### config.mk
export PLATFORM = sky130hd
export DESIGN_NAME = mem_port_arbiter
export DESIGN_NICKNAME = d
export VERILOG_FILES = /design/src/rtl/mem_port_arbiter.sv
export SDC_FILE = /design/constraint.sdc
export NUM_CORES = 1
export LEC_CHECK = 0
export CAP_MARGIN = 20
export CORE_ASPECT_RATIO = 0.8
export CORE_MARGIN = 2
export CORE_UTILIZATION = 31
export DETAILED_ROUTE_END_ITERATION = 12
export PLACE_DENSITY = 0.79
export SYNTH_ARGS = -nofsm -noshare
export SYNTH_HDL_FRONTEND = slang
export SYNTH_SLANG_ARGS = --single-unit
### constraint.sdc
create_clock -name clock_i -period 1.3 [get_ports clock_i]
set_input_delay 0.26 -clock clock_i [delete_from_list [all_inputs] [get_ports clock_i]]
set_output_delay 0.26 -clock clock_i [all_outputs]
set_load 0.01 [all_outputs]
### src/rtl/mem_port_arbiter.sv
// Three-way arbiter and access sequencer for the single-port unified word memory.
// Define MEM_ARB_RR_EN for round-robin arbitration; otherwise fixed priority ld > d > if.
module mem_port_arbiter #(
    parameter int ADDR_W = 10,
    parameter int DATA_W = 32
) (
    input  logic              clock_i,
    input  logic              reset_i,
    input  logic              if_req_i,
    input  logic [31:0]       if_addr_i,
    output logic              if_gnt_o,
    output logic              if_rvalid_o,
    input  logic              d_req_i,
    input  logic              d_we_i,
    input  logic [31:0]       d_addr_i,
    input  logic [DATA_W-1:0] d_wdata_i,
    output logic              d_gnt_o,
    output logic              d_rvalid_o,
    input  logic              ld_req_i,
    input  logic              ld_we_i,
    input  logic [31:0]       ld_addr_i,
    input  logic [DATA_W-1:0] ld_wdata_i,
    output logic              ld_gnt_o,
    output logic              ld_rvalid_o,
    output logic [DATA_W-1:0] rdata_o,
    output logic              err_o,
    output logic              mem_en_o,
    output logic              mem_we_o,
    output logic [ADDR_W-1:0] mem_addr_o,
    output logic [DATA_W-1:0] mem_wdata_o,
    input  logic [DATA_W-1:0] mem_rdata_i
);

    typedef enum logic [1:0] {IDLE, ACCESS, WAIT} state_e;
    typedef enum logic [1:0] {PORT_IF, PORT_D, PORT_LD} port_e;

    state_e              state_q, state_d;
    port_e               sel_q, sel_d;
    logic                wr_q, wr_d;
    logic                mis_q, mis_d;
    logic [2:0]          gnt_q, gnt_d;
    logic [2:0]          rvalid_q, rvalid_d;
    logic                err_q, err_d;
    logic [DATA_W-1:0]   rdata_q, rdata_d;
    logic                mem_en_q, mem_en_d;
    logic                mem_we_q, mem_we_d;
    logic [ADDR_W-1:0]   mem_addr_q, mem_addr_d;
    logic [DATA_W-1:0]   mem_wdata_q, mem_wdata_d;

    logic                any_req;
    port_e               win;
    logic [31:0]         win_addr;
    logic                win_we;
    logic [DATA_W-1:0]   win_wdata;
    logic                unused_addr_hi;

`ifdef MEM_ARB_RR_EN
    port_e               rr_ptr_q, rr_ptr_d;
`endif

    // Winner selection; round-robin makes the last-granted port lowest priority.
    always_comb begin
        any_req = if_req_i | d_req_i | ld_req_i;
        win     = PORT_IF;
`ifdef MEM_ARB_RR_EN
        case (rr_ptr_q)
            PORT_IF: begin
                if (d_req_i)       win = PORT_D;
                else if (ld_req_i) win = PORT_LD;
                else               win = PORT_IF;
            end
            PORT_D: begin
                if (ld_req_i)      win = PORT_LD;
                else if (if_req_i) win = PORT_IF;
                else               win = PORT_D;
            end
            default: begin
                if (if_req_i)      win = PORT_IF;
                else if (d_req_i)  win = PORT_D;
                else               win = PORT_LD;
            end
        endcase
`else
        if (ld_req_i)      win = PORT_LD;
        else if (d_req_i)  win = PORT_D;
        else               win = PORT_IF;
`endif
    end

    // The fetch port is read-only, so it never changes the latched write data.
    always_comb begin
        win_addr  = if_addr_i;
        win_we    = 1'b0;
        win_wdata = mem_wdata_q;
        case (win)
            PORT_D: begin
                win_addr  = d_addr_i;
                win_we    = d_we_i;
                win_wdata = d_wdata_i;
            end
            PORT_LD: begin
                win_addr  = ld_addr_i;
                win_we    = ld_we_i;
                win_wdata = ld_wdata_i;
            end
            default: ;
        endcase
    end

    assign unused_addr_hi = ^win_addr[31:ADDR_W+2];

    always_comb begin
        state_d     = state_q;
        sel_d       = sel_q;
        wr_d        = wr_q;
        mis_d       = mis_q;
        gnt_d       = 3'b000;
        rvalid_d    = 3'b000;
        err_d       = 1'b0;
        rdata_d     = rdata_q;
        mem_en_d    = 1'b0;
        mem_we_d    = 1'b0;
        mem_addr_d  = mem_addr_q;
        mem_wdata_d = mem_wdata_q;
`ifdef MEM_ARB_RR_EN
        rr_ptr_d    = rr_ptr_q;
`endif
        case (state_q)
            IDLE: begin
                if (any_req) begin
                    gnt_d[win]  = 1'b1;
                    sel_d       = win;
                    wr_d        = win_we;
                    mis_d       = |win_addr[1:0];
                    mem_en_d    = 1'b1;
                    mem_we_d    = win_we;
                    mem_addr_d  = win_addr[ADDR_W+1:2];
                    mem_wdata_d = win_wdata;
`ifdef MEM_ARB_RR_EN
                    rr_ptr_d    = win;
`endif
                    state_d     = ACCESS;
                end
            end
            ACCESS: state_d = WAIT;
            WAIT: begin
                if (!wr_q) rdata_d = mem_rdata_i;
                rvalid_d[sel_q] = 1'b1;
                err_d           = mis_q;
                state_d         = IDLE;
            end
            default: state_d = IDLE;
        endcase
    end

    always_ff @(posedge clock_i) begin
        if (reset_i) begin
            state_q     <= IDLE;
            sel_q       <= PORT_IF;
            wr_q        <= 1'b0;
            mis_q       <= 1'b0;
            gnt_q       <= 3'b000;
            rvalid_q    <= 3'b000;
            err_q       <= 1'b0;
            rdata_q     <= '0;
            mem_en_q    <= 1'b0;
            mem_we_q    <= 1'b0;
            mem_addr_q  <= '0;
            mem_wdata_q <= '0;
`ifdef MEM_ARB_RR_EN
            rr_ptr_q    <= PORT_IF;
`endif
        end else begin
            state_q     <= state_d;
            sel_q       <= sel_d;
            wr_q        <= wr_d;
            mis_q       <= mis_d;
            gnt_q       <= gnt_d;
            rvalid_q    <= rvalid_d;
            err_q       <= err_d;
            rdata_q     <= rdata_d;
            mem_en_q    <= mem_en_d;
            mem_we_q    <= mem_we_d;
            mem_addr_q  <= mem_addr_d;
            mem_wdata_q <= mem_wdata_d;
`ifdef MEM_ARB_RR_EN
            rr_ptr_q    <= rr_ptr_d;
`endif
        end
    end

    assign if_gnt_o    = gnt_q[PORT_IF];
    assign d_gnt_o     = gnt_q[PORT_D];
    assign ld_gnt_o    = gnt_q[PORT_LD];
    assign if_rvalid_o = rvalid_q[PORT_IF];
    assign d_rvalid_o  = rvalid_q[PORT_D];
    assign ld_rvalid_o = rvalid_q[PORT_LD];
    assign err_o       = err_q;
    assign rdata_o     = rdata_q;
    assign mem_en_o    = mem_en_q;
    assign mem_we_o    = mem_we_q;
    assign mem_addr_o  = mem_addr_q;
    assign mem_wdata_o = mem_wdata_q;

endmodule
==> flow_summary.ini <==
[yosys]
synth_top_cell_area_share_pct = 47.4
yosys.area.top_type = dfxtp_1
ys_ff_latch = 89
synth_edf_count = 0
ys.flop_type = dfxtp_1
async_reset_ff_share_pct = 0
seq_area_frac_synth_pct = 47.4
synth.distinct_cells = 33
yosysWarnings = 0
synth_nets = 585
synth.area.top_cells = dfxtp_1 (47%), mux2i_1 (11%), a211oi_2 (10%), a21oi_1 (8.5%), nand2_1 (7.5%)
netlist_area_mm2 = 0.00376
syn_avg_cell_area_um2 = 9.74
netlist_instances = 386

[drt]
drc_errors = 0
antenna_left = 0
routedWlPerCell_um = 15.5
drt_iter0_markers = 96
dr.pass1.iters = 4
route.vias.total = 3683
wl_um = 11800
via_per_inst = 4.83

[clock_network]
clock_latency_ns = 0.33
cts-buffers-inserted = 9
clock-sinks = 89
cts_tree = done
ctsHoldBuffers = 0
clockRootBuffer = clkbuf_16
clockBufferDepth = 2
h-tree-depth = 3
clk_pin_slew_ns = 0.06

[critical_path]
arrival_ns = 1.54
reg2reg_slack_ns = 0.03
critPathKind = register to register
startpoint_type = register
regToRegEndpoint = mis_q
reg2regPathDepth = 4
critPathCaptureType = register
worst-path-max-fanout = 7
timing.rr.start = state_q[0]
cp.required_ns = 1.57

[global_route]
grt_pass1_vias = 3620
grt_overflow = 0
grtUsageTotal_pct = 17.2
grt_first_pass_wirelength_um = 17800
antenna_found_initial = 0
grt_max_degree = 42

[power_and_ir_drop]
p_per_area_mw_per_mm2 = 1120
vdd_ir_drop_max_mv = 0.633
clkPwrFrac_pct = 34.3
seqPwrFrac_pct = 42.0
p_int_uw = 5400
p_sw_uw = 1880
swShare_pct = 25.9
power_frac_comb_pct = 23.7
cellLeakagePower_uw = 0.00283

[min_path]
hp-class = input pin to register
hold_path_end = mem_en_o
min_from = ld_req_i
whs_path_depth = 3

[sta]
relSlewSlack_pct = 67.1
slew_violations = 0
min_period_ns = 1.27
setup_tns_ns = 0
fin_crit_sh_pct = 97.6
max_clock_freq_ghz = 0.789
clock_skew_ns = 0.00503
hold_viol_final = 0
worst_slew_pin_slew_ns = 0.493
setup_viol = 0
rsz0062_at_grt = true

[placement]
dp_hpwl_um = 8520
io_buffer_count = 221
gp_congestion = 0.761

[run]
drv_cap = 0

[layout]
nNetsFinal = 809
finish.utilization_pct = 55.5
layout-drive-gt1-share_pct = 13.8
antenna_cells = 0
syn_to_final_growth_pct = 72.6
nFillCells = 1008

[status]
outcome = finished clean

[floorplan]
fp.dieW_um = 127
io_pins = 282
num_rows = 35
initial_core_util_pct = 32.2
die_y_um = 103
coreArea_mm2 = 0.0117
die_area_mm2 = 0.0130
-- flip-flops by register name, summed over array words and instances, names as in the netlist, 2 cells and up --
name,count
gnt_q,3
rdata_o,32
state_q,2
sel_q,2
rvalid_q,3
mem_addr_o,10
mem_wdata_o,32
-- critical path: stages (launching register included) --
cell and delay [ns]:
dfxtp_4 0.37, buf_6 0.13, nor3_4 0.29, and2_4 0.26
a32o_1 0.17
-- layout make-up --
type	instances	area, um2	area share [%]
Clock buffer	12	236	3.64
Clock inverter	4	53.8	0.829
Multi-Input combinational cell	264	1840	28.3
Sequential cell	89	1790	27.6
Tap cell	148	185	2.85
Timing Repair Buffer	246	2390	36.8
-- per-layer routing --
metal / part of all wire (%) / track usage [%] / up-vias / wire length (um)
met5: 0 / 0 / - / 0
met4: 0.78 / 3.80 / 0 / 92
met3: 7.9 / 6.02 / 10 / 935
met2: 49 / 31.4 / 145 / 5800
met1: 42 / 19.7 / 1712 / 4980
li1: - / - / 1816 / -
-- per-stage QoR --
step / cells / hold WS (ns) / area, um2 / power [uW] / setup slack, ns
2_1_floorplan: 386 / 0.370 / 3760 / 3900 / 0.00413
3_3_place_gp: 738 / 0.441 / 6150 / 4850 / -0.415
3_5_place_dp: 738 / 0.449 / 6150 / 4900 / -0.490
4_1_cts: 759 / 0.344 / 6420 / 7340 / 0.0144
5_1_grt: 763 / 0.367 / 6490 / 7620 / -0.0402
6_report: 763 / 0.358 / 6490 / 7290 / 0.0318
-- cell usage in the layout (no fill, tap or decap), types with 2 or more instances in the layout --
| cell | synthesis | routed |
|---|---|---|
| and2_1 | 2 | 2 |
| o21ai_0 | 10 | 10 |
| a21oi_1 | 64 | 63 |
| dlygate4sd2_1 | 0 | 84 |
| dfxtp_4 | 0 | 2 |
| and2_4 | 2 | 4 |
| clkbuf_16 | 0 | 10 |
| buf_6 | 4 | 3 |
| nand2_1 | 75 | 75 |
| buf_12 | 0 | 6 |
| mux2i_1 | 42 | 42 |
| nor2_1 | 2 | 2 |
| and3_1 | 2 | 2 |
| a211oi_2 | 30 | 30 |
| clkdlybuf4s50_1 | 0 | 135 |
| dfxtp_1 | 89 | 87 |
| buf_2 | 14 | 2 |
| clkbuf_1 | 15 | 3 |
| and4b_1 | 2 | 2 |
| buf_4 | 2 | 15 |
| a21o_1 | 3 | 3 |
| nor3b_1 | 2 | 2 |
| a22o_1 | 10 | 10 |
| a211oi_1 | 2 | 2 |
| clkinvlp_4 | 0 | 2 |
-- synthesized netlist by cell type (2+ instances only) --
cell      count
buf_4         2
clkbuf_1     15
mux2i_1      42
nor2_1        2
and3_1        2
a211oi_1      2
and4b_1       2
dfxtp_1      89
o21ai_0      10
nand2_1      75
nor3b_1       2
a21o_1        3
a22o_1       10
buf_6         4
a211oi_2     30
a21oi_1      64
and2_1        2
buf_2        14
and2_4        2
-- power by group through the flow --
| stage | sequential [uW] | clock (uW) | combinational, uW |
|---|---|---|---|
| after detailed placement | 3120 | 0 | 1780 |
| after global routing | 3080 | 2670 | 1860 |
| after global placement | 3120 | 0 | 1730 |
| after CTS | 3060 | 2570 | 1720 |
| final | 3060 | 2500 | 1730 |
| after floorplan | 3200 | 0 | 701 |
-- timing repair --
action / in CTS / in global routing
setup endpoints to repair: 128 / 32
gates cloned: 2 / 1
setup buffers: 3 / 3
gates resized for setup: 90 / 9
pin swaps: 1 / 4
-- worst max path at each step --
stage          slack (ns)       start               to  cells after the start
6_report             0.03  state_q[0]            mis_q                      4
5_1_grt             -0.04  state_q[1]      rdata_o[31]                      6
4_1_cts              0.01  state_q[1]             wr_q                      4
3_5_place_dp        -0.49     d_req_i   mem_wdata_o[0]                      4
3_3_place_gp        -0.42     d_req_i  mem_wdata_o[31]                      4
2_1_floorplan       0.004  state_q[1]      rdata_o[10]                      6
-- cell families (layout without fill, tap and decap cells) --
kind of cell	after synthesis	count (layout)	synth area share (%)
AO/OA/AOI/OAI	123	123	24.3
buffers and inverters	35	262	4.96
flip-flops	89	89	47.4
multiplexers	42	42	11.2
AND/OR/NAND/NOR	97	99	12.1
Note: power is estimated with default switching activity, not from simulation.
